$ cat src/rtl/firebird7_in_gate1_tessent_tdr_data_ctrl_w19.sv
// IJTAG test data register controller: a WIDTH+1 bit shift register whose
// top bit is a mux select and whose lower bits are mux data. Capture loads
// the functional observe value, shift moves scan data LSB first, and update
// copies the shift register into the select/data output registers.
module firebird7_in_gate1_tessent_tdr_data_ctrl_w19 #(
  parameter int WIDTH      = 19,
  parameter int STRICT_LEN = 0
) (
  input  logic             ijtag_tck,
  input  logic             ijtag_reset,
  input  logic             ijtag_sel,
  input  logic             ijtag_ce,
  input  logic             ijtag_se,
  input  logic             ijtag_ue,
  input  logic             ijtag_si,
  input  logic [WIDTH-1:0] observe_data_in,
  output logic             ijtag_so,
  output logic             ijtag_select,
  output logic [WIDTH-1:0] ijtag_data_out,
  output logic             update_pulse,
  output logic             len_err
);

  // Shift chain length (select bit + data bits) and bit counter sizing.
  localparam int                SR_LEN  = WIDTH + 1;
  localparam int                CNT_W   = $clog2(2 * SR_LEN + 1);
  localparam logic [CNT_W-1:0]  CNT_MAX = CNT_W'(2 * SR_LEN);
  localparam logic [CNT_W-1:0]  CNT_LEN = CNT_W'(SR_LEN);
  localparam logic [CNT_W-1:0]  CNT_ONE = CNT_W'(1);

  logic [WIDTH:0]   sr_r;
  logic [CNT_W-1:0] cnt_r;
  logic             select_r;
  logic [WIDTH-1:0] data_r;
  logic             pulse_r;
  logic             len_err_r;

  logic             capture_s;
  logic             shift_s;
  logic             upd_req_s;
  logic             len_ok_s;
  logic             upd_apply_s;
  logic [WIDTH:0]   sr_nxt_s;
  logic [CNT_W-1:0] cnt_nxt_s;
  logic             len_err_nxt_s;

  // Decode enables and compute next shift register, bit count and error flag.
  always_comb begin
    capture_s     = ijtag_sel & ijtag_ce;
    shift_s       = ijtag_sel & ijtag_se & ~ijtag_ce;
    upd_req_s     = ijtag_sel & ijtag_ue;
    len_ok_s      = 1'b1;
    sr_nxt_s      = sr_r;
    cnt_nxt_s     = cnt_r;
    len_err_nxt_s = len_err_r;

    // Length check looks at the count as it stood before this edge.
    if (STRICT_LEN != 0) begin
      len_ok_s = (cnt_r == CNT_LEN);
    end else begin
      len_ok_s = 1'b1;
    end

    upd_apply_s = upd_req_s & len_ok_s;

    // Capture wins over shift; the select bit is read back as currently applied.
    if (capture_s) begin
      sr_nxt_s  = {select_r, observe_data_in};
      cnt_nxt_s = {CNT_W{1'b0}};
    end else if (shift_s) begin
      sr_nxt_s = {ijtag_si, sr_r[WIDTH:1]};
      if (cnt_r == CNT_MAX) begin
        cnt_nxt_s = cnt_r;
      end else begin
        cnt_nxt_s = cnt_r + CNT_ONE;
      end
    end else begin
      sr_nxt_s  = sr_r;
      cnt_nxt_s = cnt_r;
    end

    // A rejected update flags the error even if a capture shares the edge.
    if (upd_req_s && !len_ok_s) begin
      len_err_nxt_s = 1'b1;
    end else if (capture_s) begin
      len_err_nxt_s = 1'b0;
    end else begin
      len_err_nxt_s = len_err_r;
    end
  end

  // Shift register, bit counter and sticky length error state.
  always_ff @(posedge ijtag_tck) begin
    if (ijtag_reset) begin
      sr_r      <= {(WIDTH + 1){1'b0}};
      cnt_r     <= {CNT_W{1'b0}};
      len_err_r <= 1'b0;
    end else begin
      sr_r      <= sr_nxt_s;
      cnt_r     <= cnt_nxt_s;
      len_err_r <= len_err_nxt_s;
    end
  end

  // Update registers take the pre-edge shift register; strobe follows each applied update.
  always_ff @(posedge ijtag_tck) begin
    if (ijtag_reset) begin
      select_r <= 1'b0;
      data_r   <= {WIDTH{1'b0}};
      pulse_r  <= 1'b0;
    end else begin
      if (upd_apply_s) begin
        select_r <= sr_r[WIDTH];
        data_r   <= sr_r[WIDTH-1:0];
      end else begin
        select_r <= select_r;
        data_r   <= data_r;
      end
      pulse_r <= upd_apply_s;
    end
  end

  // Scan out is the live LSB so the next segment sees it without retiming.
  assign ijtag_so       = sr_r[0];
  assign ijtag_select   = select_r;
  assign ijtag_data_out = data_r;
  assign update_pulse   = pulse_r;
  assign len_err        = len_err_r;

endmodule
$ cat config.mk
export PLATFORM = sky130hd
export DESIGN_NAME = firebird7_in_gate1_tessent_tdr_data_ctrl_w19
export DESIGN_NICKNAME = d
export VERILOG_FILES = /design/src/rtl/firebird7_in_gate1_tessent_tdr_data_ctrl_w19.sv
export SDC_FILE = /design/constraint.sdc
export NUM_CORES = 1
export LEC_CHECK = 0
export ABC_AREA = 0
export CAP_MARGIN = 20
export CORE_ASPECT_RATIO = 0.75
export CORE_UTILIZATION = 48
export CTS_BUF_LIST = sky130_fd_sc_hd__clkbuf_8
export CTS_CLUSTER_DIAMETER = 40
export DETAILED_ROUTE_END_ITERATION = 7
export HOLD_SLACK_MARGIN = 0.06
export PLACE_DENSITY_LB_ADDON = 0.25
export SYNTH_ARGS = -nofsm -noshare
export SYNTH_HDL_FRONTEND = slang
export SYNTH_SLANG_ARGS = --single-unit
$ cat constraint.sdc
create_clock -name ijtag_tck -period 1.2 [get_ports ijtag_tck]
set_input_delay 0.36 -clock ijtag_tck [delete_from_list [all_inputs] [get_ports ijtag_tck]]
set_output_delay 0.36 -clock ijtag_tck [all_outputs]
set_load 0.03 [all_outputs]
==> results of run 1 <==
cells by family after synthesis:
| kind of cell | synth area share |
|---|---|
| AND/OR/NAND/NOR | 0.360 |
| flip-flops | 0.497 |
| AO/OA/AOI/OAI | 0.0780 |
| buffers and inverters | 0.0636 |
| other | 0.00227 |
per-stage QoR:
step	cells	power (uW)	setup TNS [ps]	hold slack, ps
2_1_floorplan	205	1770	0	429
3_3_place_gp	288	1950	-16640	445
3_5_place_dp	288	1950	-17370	448
4_1_cts	296	2840	0	458
5_1_grt	296	2940	0	484
6_report	296	2820	0	457
how the worst max path moves through the flow:
stage	from	depth (start not counted)	to	slack, ps
after floorplan	ijtag_sel	6	sr_r[2]$_SDFFE_PP0P_	100
final	ijtag_ue	5	ijtag_data_out[5]$_SDFFE_PP0P_	40
after global placement	ijtag_sel	5	sr_r[1]$_SDFFE_PP0P_	-480
after CTS	ijtag_sel	5	sr_r[12]$_SDFFE_PP0P_	4
after global routing	ijtag_ue	5	ijtag_data_out[4]$_SDFFE_PP0P_	4
after detailed placement	ijtag_sel	5	sr_r[0]$_SDFFE_PP0P_	-520
metal layers:
| metal | part of all wire | vias to the layer above |
|---|---|---|
| met1 | 0.50 | 713 |
| met2 | 0.44 | 44 |
| met4 | 0.0066 | 0 |
| li1 | - | 770 |
| met3 | 0.056 | 5 |
| met5 | 0 | - |
cell type report:
class / count / area, sq um
clock buffer: 6 / 82.6
clock inverter: 1 / 3.75
fill: 274 / 1050
inverter: 1 / 3.75
multi-input combinational: 149 / 747
sequential: 41 / 823
tap: 40 / 50.0
timing repair buffer: 58 / 528
synthesized netlist by cell type:
library cell  number
a2111oi_2          1
a21oi_1           20
and2_1             1
buf_2              6
buf_4              2
buf_6              4
clkbuf_1           3
conb_1             1
dfxtp_1           41
inv_1              1
nand2_1           43
nand3b_4           1
nor2_1            60
nor4_1             9
nor4_2            10
o21a_1             1
o22ai_1            1
power breakdown:
part           internal, uW  switching [uW]
Sequential             1440            52.5
Combinational           209             235
Clock                   448             443
Total                  2090             731
repair_timing:
action	4_1_cts	5_1_grt
endpoints found under the setup margin	41	13
gates cloned	1	0
hold buffers	0	0
setup buffers	0	0
gates resized for setup	5	8
critical path: cells and delay by family:
kind,cells,cell delay (ps)
AO/OA/AOI/OAI,1,120
AND/OR/NAND/NOR,2,230
buffers and inverters,2,670
flip-flops by register name, summed over array words and instances, names as in the netlist:
name	flops
ijtag_data_out	19
ijtag_select	1
sr_r	20
update_pulse	1
placed cells by master (no fill, tap or decap), drive strengths merged, types with 2 or more instances in the layout:
master         netlist  routed
dfxtp               41      41
clkdlybuf4s50        0      22
nand3b               1       2
inv                  1       2
clkbuf               3       7
nor2                60      60
nand2               43      43
buf                 12      33
a21oi               20      20
nor4                19      19
==> impl_metrics.toml, run 1 <==
[finish]
area_growth_pct = 35.4
post-route-util = 0.681
design_area_sq_mm = 0.00224
n_antenna_cell = 0
drive_above_1_share = 0.223
nets = 282

[setup_path]
cpMaxStageDelayCell = "clkdlybuf4s50_1"
endpoint_kind = "register"
r2r-start = "sr_r[19]$_SDFFE_PP0P_"
r2r_setup_slack_ps = 230
cp_max_fo = 10
r2r_cells = 2
critPathLaunchType = "primary input"
path_cells = "clkdlybuf4s50_1 > and2_1 > buf_4 > nand2_1 > a21oi_1"
cpPeakStageDelay_ps = 480
cp.required_ps = 1420
arrival_ps = 1380
crit_type = "primary input to register"
reg2reg_to = "sr_r[19]$_SDFFE_PP0P_"

[placement]
dp_hpwl_microns = 2490
place_congestion = 0.773
port_buffers = 47
preCtsSetupSlack_ps = -521
postPlaceCellArea_sq_mm = 0.00212

[route]
drc_errors = 0
detail-route-antenna-nets = 0
routed_wl_microns = 3640
viasPerCell = 5.18
num_vias = 1532
wl_per_cell_microns = 12.3
firstDrtPassIters = 4
dr.first_iter.drc_count = 75

[sta]
slew_violations = 0
final.setup.worst_slack_ps = 37.1
min_period_over_period = 0.969
fmax_ghz = 0.860
finalCriticalPeriod_ps = 1160
finClkSkew_ps = 2.21
finalSetupViolations = 0
rsz0062_at_grt = "false"
finalHoldViolCount = 0

[global_route]
grt_util_met2 = 0.301
grt_antenna_before_repair = 0
top_usage_layer = "met2"
grt_pass1_vias = 1284
grt_overflow = 0
grt_max_degree = 23
met1_usage = 0.273
grt_use_met3 = 0.0769
grt_pass1_wl_microns = 5730
grtUsageTotal = 0.204

[hold_path]
holdPathStages = 2
hp-start = "ijtag_data_out[0]$_SDFFE_PP0P_"
hp-class = "register to register"
worstHoldEndpoint = "ijtag_data_out[0]$_SDFFE_PP0P_"

[floorplanning]
die_h_microns = 52.8
fp.dieW_microns = 69.8
io_pins = 49
initial_utilization = 0.503
core_area_sq_mm = 0.00329
dieArea_sq_mm = 0.00368
rows = 18

[clock_tree]
cts_tree = "done"
cts_sinks = 41
root_buffer = "clkbuf_8"
cts.path.max_buffers = 2
h-tree-depth = 2
clk_pin_slew_ps = 70
cts_buffers = 5
worstSkewPairLatency_ps = 290

[power]
vdd_ir_drop_max_v = 0.000820
power.density_mw_per_mm2 = 1260
p_leak_uw = 0.000938

[synth]
syn_area_per_cell_sq_um = 8.06
synth.area.top_cells = "dfxtp_1 (50%), nor2_1 (14%), nand2_1 (9.8%)"
syn_nets = 231
synthCells = 205
post-synth-top-area-cell = "dfxtp_1"
synth_top_area_frac = 0.497
ys_seq_area_frac = 0.497
synth.distinct_cells = 17
synth_seq_cells = 41
ys_warn_count = 0
netlist_area_sq_mm = 0.00165

[status]
status = "finished clean"

[job]
cap_viol_max_count = 0
Note: power is estimated with default switching activity, not from simulation.
==> run 2: changes to the inputs <==
--- a/config.mk
+++ b/config.mk
@@ -10,10 +10,10 @@
 export CORE_ASPECT_RATIO = 0.75
 export CORE_UTILIZATION = 48
 export CTS_BUF_LIST = sky130_fd_sc_hd__clkbuf_8
-export CTS_CLUSTER_DIAMETER = 40
+export CTS_CLUSTER_DIAMETER = 100
 export DETAILED_ROUTE_END_ITERATION = 7
 export HOLD_SLACK_MARGIN = 0.06
-export PLACE_DENSITY_LB_ADDON = 0.25
+export PLACE_DENSITY_LB_ADDON = 0.1
 export SYNTH_ARGS = -nofsm -noshare
 export SYNTH_HDL_FRONTEND = slang
 export SYNTH_SLANG_ARGS = --single-unit
==> impl_metrics.toml, run 2 (synthesis results as in run 1) <==
[power]
p_leak_uw = 0.000947
power.density_mw_per_mm2 = 1360
vdd_ir_drop_max_v = 0.000814

[global_route]
grt_antenna_before_repair = 0
grt_overflow = 0
grt_pass1_wl_microns = 5870
grt_pass1_vias = 1267
grt_max_degree = 37
grtUsageTotal = 0.207

[sta]
finalSetupViolations = 0
slew_violations = 0
finalCriticalPeriod_ps = 1150
min_period_over_period = 0.957
finalHoldViolCount = 0
rsz0062_at_grt = "true"
finClkSkew_ps = 8.93
fmax_ghz = 0.871

[finish]
largest-register = "sr_r"
final_common_cell = "nor2_1"
largest_reg_flops = 20
area_growth_pct = 36.8
nets = 281
final_cells = 296
drive_above_1_share = 0.219
nFillCells = 296
final_cell_mix = "nor2_1 (60), nand2_1 (43), dfxtp_1 (38), buf_4 (25), clkdlybuf4s50_1 (22)"
n_antenna_cell = 0
post-route-util = 0.688

[setup_path]
path_cells = "buf_4"
crit_family = "flip-flops"
crit_cells = 1
cp_max_fo = 2
endpoint_kind = "primary output"
r2r_cells = 2
crit_type = "register to primary output"
path_buf_inv = 1
cp.required_ps = 840
cpMaxStageDelayCell = "dfxtp_1"
cpPeakStageDelay_ps = 340
critPathLaunchType = "register"
arrival_ps = 790

[clock_tree]
clk_pin_slew_ps = 80
root_buffer = "clkbuf_8"
cts_tree = "done"
cts_sinks = 41
h-tree-depth = 2
cts.hold.buffers_added = 0
worstSkewPairLatency_ps = 290
cts.path.max_buffers = 2
cts_buffers = 5

[job]
cap_viol_max_count = 0

[route]
firstDrtPassIters = 4
viasPerCell = 5.06
dr.first_iter.drc_count = 85
wl_per_cell_microns = 12.2
num_vias = 1499
detail-route-antenna-nets = 0
drc_errors = 0
routed_wl_microns = 3610

[floorplanning]
die_h_microns = 52.8
fp.dieW_microns = 69.8
core_area_sq_mm = 0.00329
dieArea_sq_mm = 0.00368
rows = 18
initial_utilization = 0.503
io_pins = 49

[hold_path]
hp-class = "register to register"
holdPathStages = 2

[status]
status = "finished clean"

[placement]
place_congestion = 0.779
port_buffers = 47
dp_hpwl_microns = 2380
dp_cells = 287
-- run 2: metal layers --
layer	wire, microns	part of all wire	GRT usage	vias to the layer above
met5	0	0	0	-
met4	19	0.0053	0.0600	0
met3	190	0.053	0.0788	2
met2	1550	0.43	0.295	45
met1	1850	0.51	0.288	680
li1	-	-	-	772
-- run 2: layout make-up --
class	count	area [sq um]	area share
sequential	41	825	0.365
tap	40	50.0	0.0221
clock buffer	6	82.6	0.0365
timing repair buffer	57	528	0.234
clock inverter	2	33.8	0.0149
multi-input combinational	149	738	0.327
inverter	1	3.75	0.00166
-- run 2: final timing paths --
path	startpoint	endpoint	slack [ps]
max reg2reg	sr_r[19]$_SDFFE_PP0P_	sr_r[19]$_SDFFE_PP0P_	270
max	ijtag_data_out[7]$_SDFFE_PP0P_	ijtag_data_out[7]	50
min reg2reg	ijtag_data_out[2]$_SDFFE_PP0P_	ijtag_data_out[2]$_SDFFE_PP0P_	450
min	ijtag_data_out[2]$_SDFFE_PP0P_	ijtag_data_out[2]$_SDFFE_PP0P_	450
-- run 2: repair_timing --
item,in CTS,in global routing
cloned,1,0
endpoints found under the hold margin,0,0
endpoints found under the setup margin,40,18
gates resized for setup,3,11
buffers inserted,0,0
-- run 2: through the flow --
step                setup TNS (ps)  setup WS (ps)  cell area (sq um)  total power, uW  hold slack [ps]
detailed placement          -16570           -473               2120             1950              444
global route                 -20.2          -10.2               2260             3190              469
floorplan                        0            101               1650             1770              429
global placement            -16200           -425               2120             1950              439
finish                           0           51.3               2260             3070              453
CTS                              0           8.49               2240             3080              455
-- run 2: power breakdown --
group	internal [uW]	leakage (uW)	switching, uW	total, uW
Combinational	207	0.000547	233	440
Sequential	1440	0.000337	52.6	1490
Clock	670	0.0000626	473	1140
